===== src/rtl/jk_drv_pkg.sv =====
// Shared definitions for the JK bank driver: FSM state encoding and the
// two-bit {J,K} excitation codes.
package jk_drv_pkg;

    typedef enum logic [1:0] {
        IDLE  = 2'd0,
        DRIVE = 2'd1,
        CHECK = 2'd2
    } drv_state_e;

    localparam logic [1:0] HOLD   = 2'b00;
    localparam logic [1:0] RESET  = 2'b01;
    localparam logic [1:0] SET    = 2'b10;
    localparam logic [1:0] TOGGLE = 2'b11;

    // {J,K} needed to move one flip-flop from q_cur to q_tgt.
    function automatic logic [1:0] jk_code(input logic q_cur, input logic q_tgt,
                                           input logic tog);
        logic [1:0] code;
        code = HOLD;
        if (q_cur != q_tgt) begin
            code = tog ? TOGGLE : (q_tgt ? SET : RESET);
        end
        return code;
    endfunction

endpackage


===== src/rtl/jk_excite.sv =====
// Combinational excitation for a single JK flip-flop.
module jk_excite
    import jk_drv_pkg::*;
(
    input  logic q_cur,
    input  logic q_tgt,
    input  logic tog,
    output logic j,
    output logic k
);

    logic [1:0] code;

    always_comb begin
        code = jk_code(q_cur, q_tgt, tog);
    end

    assign j = code[1];
    assign k = code[0];

endmodule


===== src/rtl/jk_bank_driver.sv =====
// Walks a bank of JK flip-flops to a captured target one bit per cycle,
// LSB first, then verifies the bank and reports done/err.
module jk_bank_driver
    import jk_drv_pkg::*;
#(
    parameter int WIDTH = 4
) (
    input  logic             clk,
    input  logic             rst,
    input  logic             start,
    input  logic [WIDTH-1:0] target,
    input  logic             use_toggle,
    input  logic [WIDTH-1:0] q_fb,
    output logic [WIDTH-1:0] j,
    output logic [WIDTH-1:0] k,
    output logic             busy,
    output logic             done,
    output logic             err,
    output logic [1:0]       dbg_state
);

    localparam int IDXW = (WIDTH > 1) ? $clog2(WIDTH) : 1;
    localparam logic [IDXW-1:0] LAST_IDX = IDXW'(WIDTH - 1);

    drv_state_e       state_q, state_d;
    logic [IDXW-1:0]  idx_q, idx_d;
    logic [WIDTH-1:0] tgt_q, tgt_d;
    logic             tog_q, tog_d;
    logic             done_q, done_d;
    logic             err_q, err_d;
    logic             ex_j, ex_k;

    jk_excite u_excite (
        .q_cur (q_fb[idx_q]),
        .q_tgt (tgt_q[idx_q]),
        .tog   (tog_q),
        .j     (ex_j),
        .k     (ex_k)
    );

    always_comb begin
        state_d = state_q;
        idx_d   = idx_q;
        tgt_d   = tgt_q;
        tog_d   = tog_q;
        done_d  = 1'b0;
        err_d   = 1'b0;
        case (state_q)
            IDLE: begin
                if (start) begin
                    tgt_d   = target;
                    tog_d   = use_toggle;
                    idx_d   = '0;
                    state_d = DRIVE;
                end
            end
            DRIVE: begin
                idx_d = idx_q + 1'b1;
                if (idx_q == LAST_IDX) begin
                    idx_d   = '0;
                    state_d = CHECK;
                end
            end
            CHECK: begin
                done_d  = 1'b1;
                err_d   = (q_fb != tgt_q);
                state_d = IDLE;
            end
            default: state_d = IDLE;
        endcase
    end

    // Reset masks the excitation in the same cycle, before the next edge.
    always_comb begin
        j = '0;
        k = '0;
        if (!rst && state_q == DRIVE) begin
            j[idx_q] = ex_j;
            k[idx_q] = ex_k;
        end
    end

    always_ff @(posedge clk) begin
        if (rst) begin
            state_q <= IDLE;
            idx_q   <= '0;
            tgt_q   <= '0;
            tog_q   <= 1'b0;
            done_q  <= 1'b0;
            err_q   <= 1'b0;
        end else begin
            state_q <= state_d;
            idx_q   <= idx_d;
            tgt_q   <= tgt_d;
            tog_q   <= tog_d;
            done_q  <= done_d;
            err_q   <= err_d;
        end
    end

    assign busy      = (state_q == DRIVE) || (state_q == CHECK);
    assign done      = done_q;
    assign err       = err_q;
    assign dbg_state = state_q;

endmodule


===== config.mk =====
export PLATFORM = sky130hd
export DESIGN_NAME = jk_bank_driver
export DESIGN_NICKNAME = d
export VERILOG_FILES = /design/src/rtl/jk_drv_pkg.sv /design/src/rtl/jk_excite.sv /design/src/rtl/jk_bank_driver.sv
export SDC_FILE = /design/constraint.sdc
export NUM_CORES = 1
export LEC_CHECK = 0
export ABC_AREA = 1
export BUFFER_PORTS_ARGS = -buffer_cell sky130_fd_sc_hd__buf_4
export CORE_MARGIN = 2
export CORE_UTILIZATION = 43
export CTS_CLUSTER_SIZE = 24
export DETAILED_ROUTE_END_ITERATION = 16
export GPL_TIMING_DRIVEN = 0
export PLACE_DENSITY = 0.73
export SYNTH_ARGS = -nofsm -noshare
export SYNTH_HDL_FRONTEND = slang
export SYNTH_SLANG_ARGS = --single-unit

===== constraint.sdc =====
create_clock -name clk -period 1.25 [get_ports clk]
set_input_delay 0.25 -clock clk [delete_from_list [all_inputs] [get_ports clk]]
set_output_delay 0.25 -clock clk [all_outputs]
set_load 0.02 [all_outputs]

-- Yosys cells after proc, flatten, opt, wreduce, memory -nomap -nowiden
Index checks and enable logic that the tools add are counted.
- output and inout bits: 13
- register bits: 11
- reduce and logical (&&, ||, !) cells: 10
- $lt $le $gt $ge: 2
- mux-type cells: 18
- equal/unequal tests: 7
- add/sub/neg operators: 1
- bitwise operators: 3
- operators by type and width (kind ; number):
    2-to-1 mux 2 bit ; 7
    AND 4 bit ; 2
    2-to-1 mux 4 bit ; 2
    case mux 2 bit (2 select lines) ; 2
    AND reduction 2 bit ; 3
    binary-select mux 1 bit (select 2 bit) ; 2
    == test 2 bit (second input constant) ; 2
    2-to-1 mux 1 bit ; 4
    inequality test 2 bit (second input constant) ; 2
    inequality test 4 bit ; 1
    less-than comparator 2 x 3 -> 1 bit (second input constant) ; 1
    adder 2 x 1 -> 2 bit (second input constant) ; 1
    demux 1 bit (select 2 bit) ; 1
    == test 2 x 1 -> 1 bit (second input constant) ; 1
    >= comparator 2 x 1 -> 1 bit (second input constant) ; 1
    logical AND 1 bit ; 2
    logical NOT 2 bit ; 1
    nonzero test 2 bit ; 1
    OR reduction 2 bit ; 1
    logical NOT 1 bit ; 1
    logical OR 1 bit ; 1
    inequality test 1 bit ; 1
    inverter 1 bit ; 1

-- Logic depth before layout (Yosys ltp)
Gate-level depths: netlist of the first run.
- word-level depth: 7
- mapped depth: 8

-- Hierarchy
A second synthesis of the first run with hierarchy kept.
- cells, all modules: 115
- area total of the unflattened synthesis: 721.9 µm²
- by module, submodules not included (module ; cells an instance ; area an instance (µm²) ; times used ; sequential area each (µm²)):
    jk_bank_driver ; 106 ; 688.2 ; 1 ; 220.2
    jk_excite ; 9 ; 33.8 ; 1 ; 0.0

-- Worst setup path before layout of the first run
No wires, ideal clock.
- path kind: reg2out
- start point: reg state_q[0] (netlist: dbg_state[0])
- end point: out j[0]
- data arrival time: 1.250 ns
- data required time: 1.000 ns
- setup slack: -0.250 ns
- cell stages (with the launch flop): 6
- path buffers: 0
- cell sequence: dfxtp_1 > ha_1 > nand2_1 > inv_1 > nand2_1 > nor2_1
- longest elaborated chain between the ends: 3
- ends and longest elaborated chain (item ; line ; RTL):
    from (decl) ; jk_bank_driver.sv:25 ; drv_state_e state_q, state_d;
    from (signal assigned) ; jk_bank_driver.sv:92 ; state_q <= state_d;
    == test 2 x 1 -> 1 bit ; jk_bank_driver.sv:77 ; if (!rst && state_q == DRIVE) begin
    logical AND 1 bit ; jk_bank_driver.sv:77 ;
    2-to-1 mux 4 bit ; jk_bank_driver.sv:77 ;
    to (decl) ; jk_bank_driver.sv:14 ; output logic [WIDTH-1:0] j,
No other way between the ends.

-- Worst setup path after layout of the first run
- start point: reg state_q[1] (netlist: dbg_state[1])
- end point: out k[1]
- longest elaborated chain between the ends: 3
- ends and longest elaborated chain (item ; line ; RTL):
    == test 2 x 1 -> 1 bit ; jk_bank_driver.sv:77 ;
    logical AND 1 bit ; jk_bank_driver.sv:77 ;
    2-to-1 mux 4 bit ; jk_bank_driver.sv:77 ;
    to (decl) ; jk_bank_driver.sv:15 ; output logic [WIDTH-1:0] k,
No other way between the ends.

==> results of run 1 <==
[layer usage]
metal / GRT usage [%] / vias up / part of all wire [%]
met5: 0 / - / 0
met4: 8.82 / 0 / 2.2
met3: 2.40 / 4 / 4.3
met2: 28.0 / 22 / 48
met1: 25.4 / 344 / 45
li1: - / 418 / -
[worst min-delay path by stage]
| stage | from | endpoint | slack (ns) | depth (start not counted) |
|---|---|---|---|---|
| 2_1_floorplan | rst | dbg_state[0] | 0.31 | 1 |
| 5_1_grt | rst | dbg_state[0] | 0.15 | 2 |
| 3_5_place_dp | rst | dbg_state[0] | 0.43 | 2 |
| 3_3_place_gp | rst | dbg_state[0] | 0.43 | 2 |
| 4_1_cts | rst | dbg_state[0] | 0.14 | 2 |
| 6_report | rst | dbg_state[0] | 0.14 | 2 |
[cells in the mapped netlist, drive strengths merged]
cell	instances
xnor2	2
nand3	10
nand2	36
inv	14
nor2	14
a21oi	6
ha	7
xor2	2
o31ai	1
o21ai	7
dfxtp	11
a31oi	1
[registers in the layout, indices dropped and copies added (netlist names)]
name       cells
dbg_state      2
done           1
err            1
idx_q          2
tgt_q          4
tog_q          1
[cell families (layout without fill, tap and decap cells)]
kind of cell	Yosys count	after routing	share of synthesized area (%)
AO/OA/AOI/OAI	15	15	10.8
XOR/XNOR	4	4	4.79
adder cells (fa/ha/maj)	7	7	12.0
buffers and inverters	14	47	7.18
flip-flops	11	11	30.1
AND/OR/NAND/NOR	60	60	35.2
[cell type report]
cell class	count	area [um2]	area share, %
multi-input cells	86	603	50.5
repair buffers	29	255	21.4
flip-flops and latches	11	230	19.3
inverters	14	60.1	5.03
clock buffers	4	26.3	2.20
well taps	16	20.0	1.68
[stage by stage]
step	power (mW)	cells	cell area, um2
final	1.27	160	1190
after floorplan	0.801	111	837
after CTS	1.21	157	1130
after global placement	0.913	151	1040
after global routing	1.36	160	1190
after detailed placement	0.918	151	1040
[what timing repair did]
action	in CTS	in global routing
gates resized for setup	15	13
buffers inserted	2	3
endpoints found under the hold margin	0	0
endpoints found under the setup margin	11	12
pin swaps	14	1
[worst max-delay path, stage by stage (launching register included)]
cell and delay [ns]:
dfxtp_2 0.34, inv_2 0.09, ha_2 0.24, nand2_1 0.08, inv_2 0.12, nand2_2 0.10, nor2_4 0.12, buf_6 0.12
[where the power goes]
part	internal (mW)	switching [mW]	total, mW
logic	0.242	0.342	0.584
registers	0.395	0.0426	0.438
clock network	0.124	0.125	0.249
==> impl_metrics.toml, run 1 <==
[run_status]
status = "complete, but fails checks"
failed_checks = "setup timing"

[worst_setup_path]
reg2reg_to = "dbg_state[0]"
arrival_ns = 1.47
critical_path_class = "flip-flop to primary output"
crit_required_ns = 1.00
reg2reg_depth = 9
r2r-start = "dbg_state[0]"
path_max_fanout = 5
worst_setup_path_start_kind = "flip-flop"
worstSetupStartpoint = "dbg_state[1]"
endpoint = "k[1]"
crit_path_end_kind = "primary output"
regToRegSetupSlack_ns = 0.07

[pwr]
ir_drop_v = 0.000917
p_per_area_nw_per_um2 = 1060
p_leak_nw = 0.550

[global_routing]
overflow = 0
grt_pass1_vias = 670
grt_max_degree = 11
globalRouteTotalUtil_pct = 18.4
antenna_found_initial = 0
grt_pass1_wl_um = 2760

[yosys]
synth.yosys.seq_area_share_pct = 30.1
synth_area_um2 = 732
yosys.area.top_type_share_pct = 30.1
ys_seq_elements = 11
syn_inst = 111
yosysTopAreaCell = "dfxtp_1"
ys_warn_count = 0
synth_area_leaders = "dfxtp_1, nand2_1, ha_1"
synth_cell_type_count = 15
avgSynthCellArea_um2 = 6.59
synth_nets = 130

[worst_hold_path]
hold_path_class = "input port to flip-flop"

[timing]
hold_violations = 0
setup_ws_ns = -0.475
setup_tns_ns = -3.84
finalCritPeriodShare_pct = 138
slew_headroom_pct = 85.7
holdWs_ns = 0.139
fmaxAchievable_mhz = 580
setup_viol = 9
worst_slew_pin_slew_ns = 0.214
slew_violations = 0
grt_setup_unrepaired = "true"
period_needed_ns = 1.72
finClkSkew_ns = 0.00127

[layout]
final_common_cell = "nand2_1"
utilization_pct = 76.6
diodes = 0
mostFrequentLayoutCells = "nand2_1, buf_4, nand2_2, buf_6, nor2_4"
final_nets = 164
syn2layout_area_growth_pct = 63.2
fillCellCount = 114
drive_gt1_share_pct = 51.4

[floorplan]
rows = 14
start_util_pct = 47.0
boundaryPins = 25
die_w_um = 45.3
die-area_um2 = 2050
die_height_um = 45.3
coreArea_um2 = 1560

[place]
place_hpwl_um = 1320
io_buffers = 24
pre_cts_slack_ns = -0.231
globalplace.congestion = 0.836

[routing]
via_per_inst = 4.93
drt.antenna.violating_nets = 0
drt_wl_total_um = 1740
drt_iter0_drc = 14
drtPass1Iterations = 4
vias = 788
drc_errors = 0
wl_per_cell_um = 10.9

[clock_network]
cts_max_path_buffers = 2
cts_tree = "done"
h-tree-depth = 1
cts.sinks = 11
clk_pin_slew_ns = 0.07
cts_made_buffers = 3
cts_hold_buf = 0
insertion_delay_ns = 0.27
clock-root-buffer = "clkbuf_4"

[job]
cap_viol_max_count = 0
Power figures use the tool's default switching activity.
==> inputs of run 2 (changes only) <==
- CORE_MARGIN: 2 -> 3
- PLACE_DENSITY: 0.73 -> not set
- PLACE_DENSITY_LB_ADDON: not set -> 0.2
- SLEW_MARGIN: not set -> 20
==> run 2 against run 1 <==
Hold slack better by 0.0064 ns. Clock skew is 0.00088 ns lower. Register-to-register slack lost 0.04 ns. First-iteration DRC count is 21% lower. Global-route usage up 0.14 points. Sequential power grew 1%. The flow still finishes with violations (setup timing). Clock-buffer cell count unchanged. Utilization is 0.32 points lower. Maximum frequency decreased by 1.3%.
==> impl_metrics.toml, run 2 (synthesized netlist as in run 1, its figures left out) <==
[clock_network]
cts_max_path_buffers = 2
cts_hold_buf = 0
cts_tree = "done"
h-tree-depth = 1
insertion_delay_ns = 0.27
cts_made_buffers = 3
clock-root-buffer = "clkbuf_4"
cts.sinks = 11
clk_pin_slew_ns = 0.07

[worst_setup_path]
reg2reg_depth = 7
r2r-start = "idx_q[0]"
crit_top_cell = "nand2_1"
worstSetupStartpoint = "idx_q[0]"
crit_required_ns = 1.00
worst_setup_path_start_kind = "flip-flop"
critPathSlowestCell = "dfxtp_4"
crit_path_end_kind = "primary output"
path_max_fanout = 7
arrival_ns = 1.50
reg2reg_to = "dbg_state[0]"
crit_path_cell_trace = "nand2_1 -> nand3_1 -> nand2_1 -> nand2_4 -> nand3_4 -> nor2_4 -> buf_6"
cpPeakStageDelay_ns = 0.42
regToRegSetupSlack_ns = 0.03
critical_path_class = "flip-flop to primary output"

[timing]
grt_setup_unrepaired = "true"
slew_violations = 0
finClkSkew_ns = 0.000387
finalCritPeriodShare_pct = 140
setup_tns_ns = -3.94
fmaxAchievable_mhz = 573
slew_headroom_pct = 83.9
holdWs_ns = 0.145
period_needed_ns = 1.75
setup_ws_ns = -0.497
hold_violations = 0
setup_viol = 9
worst_slew_pin_slew_ns = 0.241

[layout]
utilization_pct = 76.3
fillCellCount = 123
final_nets = 163
final_common_cell = "nand2_1"
diodes = 0
mostFrequentLayoutCells = "nand2_1, buf_4, nand2_2, inv_1, buf_6"
finalNonFillerCells = 159
fin_area_um2 = 1190
regMostFlops = "tgt_q"
largest_reg_flops = 4
drive_gt1_share_pct = 48.3
syn2layout_area_growth_pct = 62.6

[place]
dp.cells = 151
io_buffers = 24
placed_area_um2 = 1040
pre_cts_slack_ns = -0.251
place_hpwl_um = 1380
globalplace.congestion = 0.744

[routing]
drt_wl_total_um = 1850
wl_per_cell_um = 11.6
drt_iter0_drc = 11
vias = 795
drt.antenna.violating_nets = 0
via_per_inst = 5.00
drc_errors = 0
drtPass1Iterations = 4

[run_status]
status = "complete, but fails checks"
failed_checks = "setup timing"

[worst_hold_path]
worstHoldStart = "rst"
hold_path_depth = 2
hold_path_class = "input port to flip-flop"
hold_end = "dbg_state[0]"

[pwr]
p_leak_nw = 0.555
ir_drop_v = 0.000903
total_power_mw = 1.28
p_per_area_nw_per_um2 = 1070

[floorplan]
die-area_um2 = 2230
rows = 14
coreArea_um2 = 1560
start_util_pct = 47.0
boundaryPins = 25
die_height_um = 47.3
die_w_um = 47.3

[global_routing]
globalRouteTotalUtil_pct = 18.5
grt_max_degree = 11
overflow = 0
grt_pass1_vias = 675
grt_pass1_wl_um = 2890
antenna_found_initial = 0

[job]
cap_viol_max_count = 0
run 2: cell count changes in the layout (fill, tap and decap cells not counted), sizes merged:
cell,before,now
buf,29,28
run 2: worst max-delay path: cells and delay by family, from the launching register on:
family	cells	cell delay [ns]
AND/OR/NAND/NOR	6	0.67
flip-flops	1	0.42
buffers and inverters	1	0.12
run 2: how the worst max path moves through the flow:
| stage | endpoint | slack (ns) | cells after the start |
|---|---|---|---|
| final | j[0] | -0.50 | 7 |
| after global routing | j[1] | -0.59 | 7 |
| after CTS | j[3] | -0.47 | 9 |
| after detailed placement | j[3] | -0.25 | 8 |
| after global placement | j[3] | -0.20 | 9 |
| after floorplan | j[0] | -0.07 | 7 |
run 2: layout make-up:
cell class,instances,area [um2],share of cell area [%]
clock buffer,4,26.3,2.21
inverter,14,60.1,5.05
multi-input combinational,86,612,51.4
sequential,11,228,19.1
tap,16,20.0,1.68
timing repair buffer,28,244,20.5
run 2: layer usage:
layer / vias up / GRT usage [%] / wire [um]
li1: 421 / - / -
met1: 341 / 22.2 / 756
met2: 27 / 31.6 / 965
met3: 6 / 3.45 / 97
met4: 0 / 8.29 / 33
met5: - / 0 / 0
run 2: what timing repair did:
| item | CTS | global route |
|---|---|---|
| pin swaps | 14 | 3 |
| setup buffers | 3 | 1 |
| hold endpoints to repair | 0 | 0 |
| gates resized for setup | 18 | 7 |
| endpoints found under the setup margin | 14 | 10 |
run 2: power by group:
part | internal [mW] | switching, mW | leakage, nW
Clock | 0.124 | 0.129 | 0.0150
Sequential | 0.395 | 0.0481 | 0.0924
Combinational | 0.238 | 0.344 | 0.448
==> inputs of run 3 (changes only) <==
- ABC_AREA: 1 -> not set
- CORE_MARGIN: 3 -> 5
- CORE_UTILIZATION: 43 -> 44
==> run 3 against run 2 <==
The run still ends with setup timing left. Combinational power fell by 35%. First-iteration DRC count increased by 36%. Power fell by 19%. Design area is 28% higher. Sequential share of layout area decreased by 3.4 points. Register-to-register slack lost 0.30 ns. Non-clock buffer count up 9. Critical path depth is 1 lower. Maximum frequency fell by 12%. Cell count did not move. Largest power group is now registers.
==> impl_metrics.toml, run 3 <==
[yosys]
synth_simple_gate_area_share_pct = 29.3
yosys.area.top_type_share_pct = 28.2
synth-xor-area-share_pct = 1.12
synth_area_um2 = 781
yosysMostFrequentCell = "nand2_1"
ys_seq_elements = 11
synth_cell_type_count = 27
ys_warn_count = 0
synthFlopType = "dfxtp_1"
synth_nets = 116
synth_area_leaders = "dfxtp_1, ha_1, a221oi_1"
synth_top_family_by_area = "simple AND/OR/NAND/NOR gates"
avgSynthCellArea_um2 = 8.05
synth.yosys.seq_area_share_pct = 28.2
yosys-mux-area-fraction_pct = 1.44
synthAdderAreaFrac_pct = 11.2
synth_compound_area_share_pct = 24.4
synthArstFlopShare_pct = 0
synth-edff-count = 0
ys_top_cells_by_count = "nand2_1, dfxtp_1, a21oi_1, a221oi_1"
syn_inst = 97
yosysTopAreaCell = "dfxtp_1"

[layout]
utilization_pct = 88.9
drive_gt1_share_pct = 62.7
final_nets = 154
largest_reg_flops = 4
mostFrequentLayoutCells = "buf_4, buf_6, nand2_1, a221oi_4, a21oi_1"
syn2layout_area_growth_pct = 94.6
diodes = 0
regMostFlops = "tgt_q"
final_common_cell = "buf_4"
fin_area_um2 = 1520

[global_routing]
globalRouteTotalUtil_pct = 18.9
grt_pass1_wl_um = 3730
grt_max_degree = 11
overflow = 0
antenna_found_initial = 0
grt_pass1_vias = 840

[worst_setup_path]
reg2reg_to = "idx_q[1]"
path_max_fanout = 5
crit_required_ns = 1.00
critical_path_class = "flip-flop to primary output"
crit_path_end_kind = "primary output"
worst_setup_path_start_kind = "flip-flop"
reg2reg_depth = 6
regToRegSetupSlack_ns = -0.27
worstSetupStartpoint = "idx_q[1]"
r2r-start = "idx_q[1]"
arrival_ns = 1.73

[place]
pre_cts_slack_ns = -0.478
globalplace.congestion = 0.799
place_hpwl_um = 1690
placed_area_um2 = 1260
io_buffers = 23

[clock_network]
cts.sinks = 11
cts_hold_buf = 0
clock-root-buffer = "clkbuf_4"
cts_made_buffers = 3
cts_max_path_buffers = 2
cts_tree = "done"
clk_pin_slew_ns = 0.07
h-tree-depth = 1
insertion_delay_ns = 0.28

[routing]
drtPass1Iterations = 4
vias = 935
drt_iter0_drc = 15
drt.antenna.violating_nets = 0
wl_per_cell_um = 16.6
drt_wl_total_um = 2640
via_per_inst = 5.88
drc_errors = 0

[run_status]
failed_checks = "setup timing"
status = "complete, but fails checks"

[pwr]
total_power_mw = 1.04
ir_drop_v = 0.00104
p_leak_nw = 0.564
p_per_area_nw_per_um2 = 683

[worst_hold_path]
hold_path_class = "input port to flip-flop"
hold_path_depth = 3
worstHoldStart = "target[2]"
hold_end = "tgt_q[2]"

[floorplan]
die_height_um = 52.1
die-area_um2 = 2720
die_w_um = 52.1
rows = 15
coreArea_um2 = 1710
boundaryPins = 25
start_util_pct = 45.7

[timing]
setup_viol = 13
slew_headroom_pct = 62.3
grt_setup_unrepaired = "true"
worst_slew_pin_slew_ns = 0.565
slew_violations = 0
fmaxAchievable_mhz = 506
setup_ws_ns = -0.725
hold_violations = 0
finClkSkew_ns = 0.00207
finalCritPeriodShare_pct = 158
period_needed_ns = 1.98

[job]
cap_viol_max_count = 0
-- run 3: cell type report --
type | instances | area, um2
flip-flops and latches | 11 | 239
fillers | 72 | 189
repair buffers | 34 | 309
well taps | 25 | 31.3
inverters | 5 | 21.3
clock buffers | 4 | 26.3
multi-input cells | 77 | 870
plain buffers | 3 | 22.5
-- run 3: cells by family after synthesis --
group	count (synthesis)
AND/OR/NAND/NOR	40
AO/OA/AOI/OAI	28
flip-flops	11
buffers and inverters	9
adder cells (fa/ha/maj)	7
XOR/XNOR	1
multiplexers	1
-- run 3: metrics by stage --
stage,TNS (ns),cells,hold slack (ns)
2_1_floorplan,-2.47,97,0.390
3_3_place_gp,-4.06,145,0.466
3_5_place_dp,-4.26,145,0.472
4_1_cts,-6.09,155,0.226
5_1_grt,-7.45,159,0.197
6_report,-6.52,159,0.217
-- run 3: report_power, final --
part	switching (mW)	leakage (nW)	internal (mW)
combinational	0.196	0.455	0.182
sequential	0.0357	0.0939	0.366
clock	0.133	0.0150	0.124
total	0.365	0.564	0.672
-- run 3: critical path: stages, from the launching register on --
cell and delay (ns):
dfxtp_4 0.37, buf_8 0.13, nor3b_4 0.30, nor3_4 0.07
buf_12 0.14, a221oi_4 0.27, buf_6 0.16
-- run 3: how the worst max path moves through the flow --
stage / to / slack [ns] / cells past startpoint
CTS: k[0] / -0.70 / 6
global route: k[0] / -0.80 / 5
detailed placement: j[1] / -0.48 / 5
finish: j[1] / -0.73 / 6
floorplan: j[0] / -0.28 / 4
global placement: j[1] / -0.45 / 5
-- run 3: timing repair --
action	4_1_cts	5_1_grt
cloned	1	0
resized for setup	18	18
pin swaps	9	14
setup endpoints to repair	14	14
buffers inserted	6	7
-- run 3: layer usage --
layer	global-route usage (%)	routed length, um	vias up
met5	0	0	-
met4	9.17	51	0
met3	2.87	145	5
met2	34.3	1450	35
met1	21.1	990	453
li1	-	-	442
